$ cat src/rtl/memory_access_unit.sv
// Byte/half/word load-store sequencer in front of a word-wide RAM with ack timeout.
// Optional build macro MISALIGN_TRAP_EN: misaligned half/word accesses abort with Error.
module memory_access_unit #(
  parameter int unsigned TIMEOUT_CYCLES = 64
) (
  input  logic        clock,
  input  logic        reset,
  input  logic        ReadMemory,
  input  logic        WriteMemory,
  input  logic [31:0] Address,
  input  logic [31:0] WriteData,
  input  logic [2:0]  Funct3,
  output logic [31:0] ReadData,
  output logic        Ready,
  output logic        Busy,
  output logic        Error,
  output logic        MemRequest,
  output logic        MemWrite,
  output logic [29:0] MemAddress,
  output logic [31:0] MemWriteData,
  output logic [3:0]  MemByteEnable,
  input  logic [31:0] MemReadData,
  input  logic        MemAck
);

  typedef enum logic [1:0] {
    IDLE   = 2'd0,
    ACCESS = 2'd1,
    DONE   = 2'd2
  } state_t;

  localparam logic [7:0] LAST_COUNT = 8'(TIMEOUT_CYCLES - 1);

  state_t      state_r;
  state_t      state_next_s;
  logic [7:0]  count_r;
  logic [1:0]  addr_lo_r;
  logic [2:0]  funct3_r;
  logic        write_r;
  logic        accept_s;
  logic        trap_s;
  logic        timeout_s;

  function automatic logic [3:0] store_enable(input logic [2:0] f3, input logic [1:0] a);
    case (f3)
      3'b000:  store_enable = 4'b0001 << a;
      3'b001:  store_enable = a[1] ? 4'b1100 : 4'b0011;
      default: store_enable = 4'b1111;
    endcase
  endfunction

  function automatic logic [31:0] store_data(input logic [2:0] f3, input logic [31:0] wd);
    case (f3)
      3'b000:  store_data = {4{wd[7:0]}};
      3'b001:  store_data = {2{wd[15:0]}};
      default: store_data = wd;
    endcase
  endfunction

  function automatic logic [31:0] load_extract(input logic [2:0] f3, input logic [1:0] a,
                                               input logic [31:0] w);
    logic [7:0]  b;
    logic [15:0] h;
    b = 8'(w >> {a, 3'b000});
    h = a[1] ? w[31:16] : w[15:0];
    case (f3)
      3'b000:  load_extract = {{24{b[7]}}, b};
      3'b100:  load_extract = {24'd0, b};
      3'b001:  load_extract = {{16{h[15]}}, h};
      3'b101:  load_extract = {16'd0, h};
      default: load_extract = w;
    endcase
  endfunction

`ifdef MISALIGN_TRAP_EN
  // Byte accesses never trap; halfwords need bit 0 clear, words need both low bits clear.
  function automatic logic misaligned(input logic [2:0] f3, input logic wr, input logic [1:0] a);
    logic is_byte;
    logic is_half;
    is_byte = (f3 == 3'b000) || (!wr && (f3 == 3'b100));
    is_half = (f3 == 3'b001) || (!wr && (f3 == 3'b101));
    if (is_byte) begin
      misaligned = 1'b0;
    end else if (is_half) begin
      misaligned = a[0];
    end else begin
      misaligned = (a != 2'b00);
    end
  endfunction

  assign trap_s = misaligned(Funct3, WriteMemory, Address[1:0]);
`else
  assign trap_s = 1'b0;
`endif

  assign accept_s = (state_r == IDLE) && (ReadMemory || WriteMemory);

  // Next-state logic; MemAck has priority over the timeout on the last counted cycle.
  always_comb begin
    state_next_s = state_r;
    timeout_s    = 1'b0;
    case (state_r)
      IDLE: begin
        if (accept_s) begin
          state_next_s = trap_s ? DONE : ACCESS;
        end else begin
          state_next_s = IDLE;
        end
      end
      ACCESS: begin
        if (MemAck) begin
          state_next_s = DONE;
        end else if (count_r == LAST_COUNT) begin
          state_next_s = DONE;
          timeout_s    = 1'b1;
        end else begin
          state_next_s = ACCESS;
        end
      end
      DONE:    state_next_s = IDLE;
      default: state_next_s = IDLE;
    endcase
  end

  // State register.
  always_ff @(posedge clock) begin
    if (reset) begin
      state_r <= IDLE;
    end else begin
      state_r <= state_next_s;
    end
  end

  // Registered outputs, captured request fields and the wait counter.
  always_ff @(posedge clock) begin
    if (reset) begin
      ReadData      <= 32'd0;
      Ready         <= 1'b0;
      Busy          <= 1'b0;
      Error         <= 1'b0;
      MemRequest    <= 1'b0;
      MemWrite      <= 1'b0;
      MemAddress    <= 30'd0;
      MemWriteData  <= 32'd0;
      MemByteEnable <= 4'd0;
      count_r       <= 8'd0;
      addr_lo_r     <= 2'd0;
      funct3_r      <= 3'd0;
      write_r       <= 1'b0;
    end else begin
      Ready <= (state_next_s == DONE);
      Busy  <= (state_next_s != IDLE);
      case (state_r)
        IDLE: begin
          if (accept_s) begin
            addr_lo_r    <= Address[1:0];
            funct3_r     <= Funct3;
            write_r      <= WriteMemory;
            count_r      <= 8'd0;
            Error        <= trap_s;
            MemAddress   <= Address[31:2];
            MemWriteData <= store_data(Funct3, WriteData);
            if (trap_s) begin
              ReadData <= 32'd0;
            end else begin
              MemRequest    <= 1'b1;
              MemWrite      <= WriteMemory;
              MemByteEnable <= WriteMemory ? store_enable(Funct3, Address[1:0]) : 4'd0;
            end
          end
        end
        ACCESS: begin
          if (MemAck || timeout_s) begin
            MemRequest    <= 1'b0;
            MemWrite      <= 1'b0;
            MemByteEnable <= 4'd0;
          end
          if (MemAck) begin
            if (!write_r) begin
              ReadData <= load_extract(funct3_r, addr_lo_r, MemReadData);
            end
          end else if (timeout_s) begin
            Error    <= 1'b1;
            ReadData <= 32'd0;
          end else begin
            count_r <= count_r + 8'd1;
          end
        end
        default: ;
      endcase
    end
  end

endmodule

$ cat config.mk
export PLATFORM = sky130hd
export DESIGN_NAME = memory_access_unit
export DESIGN_NICKNAME = d
export VERILOG_FILES = /design/src/rtl/memory_access_unit.sv
export SDC_FILE = /design/constraint.sdc
export NUM_CORES = 1
export LEC_CHECK = 0
export BUFFER_PORTS_ARGS = -buffer_cell sky130_fd_sc_hd__buf_2
export CAP_MARGIN = 20
export CORE_AREA = 2 2 105 107
export CTS_CLUSTER_DIAMETER = 60
export DETAILED_ROUTE_END_ITERATION = 8
export DIE_AREA = 0 0 107 109
export GPL_TIMING_DRIVEN = 1
export PLACE_DENSITY = 0.81
export SYNTH_ARGS = -nofsm -noshare
export SYNTH_HDL_FRONTEND = slang
export SYNTH_SLANG_ARGS = --single-unit
$ cat constraint.sdc
create_clock -name clock -period 5 [get_ports clock]
set_input_delay 0.25 -clock clock [delete_from_list [all_inputs] [get_ports clock]]
set_output_delay 0.25 -clock clock [all_outputs]
set_load 0.1 [all_outputs]
==> impl_metrics.env <==
export IMPL_drt_met1_wl_microns=6570
export IMPL_htreeDepth=4
export IMPL_antenna_found_initial=0
export IMPL_drv_slew=0
export IMPL_num_rows=38
export IMPL_power_density_mw_per_mm2=426
export IMPL_worst_slack_ps=2580
export IMPL_routed_top_layer="met4"
export IMPL_yosysMostFrequentCell="dfxtp_1"
export IMPL_crit_chain="ha_1, or3b_1, nor3_4, nor3_4, buf_16, a221o_2"
export IMPL_pwr_share_clk=0.370
export IMPL_crit_fanout=28
export IMPL_max_stage_delay_ps=490
export IMPL_grt_pass1_vias=5415
export IMPL_cts_resized=0
export IMPL_grt_max_degree=80
export IMPL_period_needed_ps=2420
export IMPL_ys_flop_type="dfxtp_1"
export IMPL_holdWs_ps=19.8
export IMPL_finalPower_mw=3.12
export IMPL_cts_post_setup_buffers_inserted=0
export IMPL_die_area_sq_mm=0.0117
export IMPL_cts_tree="done"
export IMPL_max_clock_freq_mhz=414
export IMPL_root_buffer="clkbuf_8"
export IMPL_clock_sinks=119
export IMPL_status="finished clean"
export IMPL_first_pass_iters=5
export IMPL_grt_pass1_wl_microns=26400
export IMPL_met3_length_microns=1520
export IMPL_hold_viol=0
export IMPL_die_width_microns=107
export IMPL_yosys_area_top_type_share=0.458
export IMPL_vias=5591
export IMPL_synth_edff_count=0
export IMPL_track_usage=0.291
export IMPL_tightest_slew_ps=1100
export IMPL_finalNonFillerCells=983
export IMPL_p_comb_frac=0.284
export IMPL_yosysTopAreaCell="dfxtp_1"
export IMPL_dpl_hpwl_microns=10700
export IMPL_drc_errors=0
export IMPL_n_antenna_cell=0
export IMPL_pwr_share_seq=0.346
export IMPL_clkTransAtPathRegs_ps=60
export IMPL_pre_cts_slack_ps=2650
export IMPL_maxCapViolCount=0
export IMPL_hold_buffers=51
export IMPL_register_area_sq_mm=0.00238
export IMPL_port_buffers=206
export IMPL_wl_per_cell_microns=17.2
export IMPL_yosysSeqAreaShare=0.458
export IMPL_cp_num_buf_inv=1
export IMPL_gp_congestion=0.830
export IMPL_ys_async_sr_fraction=0
export IMPL_initial_core_util=0.490
export IMPL_internal_power_mw=1.94
export IMPL_synth_warnings=0
export IMPL_worst_setup_path_type="flip-flop to flip-flop"
export IMPL_endpoint_kind="flip-flop"
export IMPL_synth_commonest_cells="dfxtp_1, nand2_1, a21oi_1, clkbuf_1, o21ai_0"
export IMPL_cts_inserted_buffers=17
export IMPL_nets=935
export IMPL_ir_drop_mv=0.290
export IMPL_reg2reg_slack_ps=2580
export IMPL_clk_latency_ps=520
export IMPL_path_delay_family="simple AND/OR/NAND/NOR gates"
export IMPL_drive_above_1_share=0.311
export IMPL_ant_nets=0
export IMPL_clockBufferDepth=2
export IMPL_timing_slew_headroom=0.264
export IMPL_syn_cell_area_sq_mm=0.00520
export IMPL_postRouteWirelength_microns=16900
export IMPL_dr_first_iter_drc_count=333
export IMPL_grt_overflow=0
export IMPL_power_leakage_nw=3.27
export IMPL_ys_types=58
export IMPL_die_h_microns=109
export IMPL_final_period_utilization=0.484
export IMPL_cpMostUsedCell="nor3_4"
export IMPL_core_area_sq_mm=0.0106
export IMPL_ios=207
export IMPL_skew_ps=11.9
export IMPL_start_kind="flip-flop"
export IMPL_synthToLayoutAreaGrowth_pct=40.9
export IMPL_crit_arrival_ps=2820
export IMPL_slowest_stage="nor3_4"
export IMPL_syn_area_per_cell_sq_um=8.71
export IMPL_p_sw_mw=1.18
export IMPL_cp_required_ps=5400
export IMPL_syn_num_nets=702
export IMPL_tns_ps=0
export IMPL_n_fill_cell=789
export IMPL_p_sw_frac=0.377
export IMPL_rsz0062_at_grt="false"
export IMPL_multiInputGateArea_sq_mm=0.00257
export IMPL_dp_cells=899
export IMPL_synthCells=597
export IMPL_synthTopCellsByArea="dfxtp_1, nand2_1, a21oi_1"
export IMPL_synth_seq_cells=119
export IMPL_hold_class="input port to flip-flop"
export IMPL_setup_violations=0
export IMPL_viasPerCell=5.69
export IMPL_wl_met2_microns=8300
-- cell usage in the layout (no fill, tap or decap), drive strengths merged, types with 3 or more instances in the layout --
cell type      n
a211o          7
a211oi        10
a21boi         5
a21oi         69
a221o         17
a221oi         6
a311oi         8
a32o           4
and2           3
and3b          7
buf          211
clkbuf        22
clkinv         8
dfxtp        119
dlygate4sd3   51
inv           11
mux2i         16
nand2        117
nand2b         6
nand3          9
nand3b         5
nor2          25
nor2b          3
nor3           7
nor3b          4
o211ai         9
o21ai         29
o2bb2ai       15
o31ai          4
or4            4
-- layout make-up --
type / instances / area share
multi-input cells: 418 / 0.351
flip-flops and latches: 119 / 0.325
repair buffers: 262 / 0.218
clock buffers: 22 / 0.0618
well taps: 140 / 0.0239
clock inverters: 10 / 0.0140
inverters: 12 / 0.00615
-- flip-flops by register name, indices dropped and copies added, names as in the netlist, 2 cells and up --
| signal | count |
|---|---|
| MemAddress | 30 |
| MemByteEnable | 4 |
| count_r | 8 |
| ReadData | 32 |
| addr_lo_r | 2 |
| MemWriteData | 32 |
| state_r | 2 |
| funct3_r | 3 |
-- worst register-to-register path: stages (launching register included) --
cell and delay [ps]:
dfxtp_1 400, ha_1 260, or3b_1 440, nor3_4 490, nor3_4 140, buf_16 210
a221o_2 340
-- per-layer routing --
layer	vias up	GRT usage
li1	2635	-
met1	2602	0.340
met2	306	0.497
met3	48	0.0891
met4	0	0.124
met5	-	0
-- power groups by stage --
stage / Clock [mW] / Sequential (mW) / Combinational [mW]
global route: 1.21 / 1.09 / 0.926
detailed placement: 0 / 1.09 / 0.840
CTS: 1.16 / 1.08 / 0.873
finish: 1.16 / 1.08 / 0.886
floorplan: 0 / 1.55 / 0.220
global placement: 0 / 1.09 / 0.829
-- logic make-up after synthesis --
family / count (synthesis) / synth area share
compound gates: 194 / 0.258
buf+inv: 60 / 0.0498
fa+ha+maj: 1 / 0.00241
flops: 119 / 0.458
simple gates: 205 / 0.194
mux: 18 / 0.0373
-- final timing paths --
check | cells past startpoint | end | from
worst max register to register | 6 | ReadData[17] | count_r[0]
worst min-delay path | 3 | MemWriteData[16] | WriteData[16]
worst max-delay path | 6 | ReadData[17] | count_r[0]
worst min register to register | 2 | MemAddress[21] | MemAddress[21]
-- through the flow --
stage           util  instance area [sq um]
6_report       0.691                   7330
5_1_grt        0.691                   7330
4_1_cts        0.688                   7300
3_5_place_dp   0.588                   6230
3_3_place_gp   0.588                   6230
2_1_floorplan      -                   5200
Note: power is estimated with default switching activity, not from simulation.
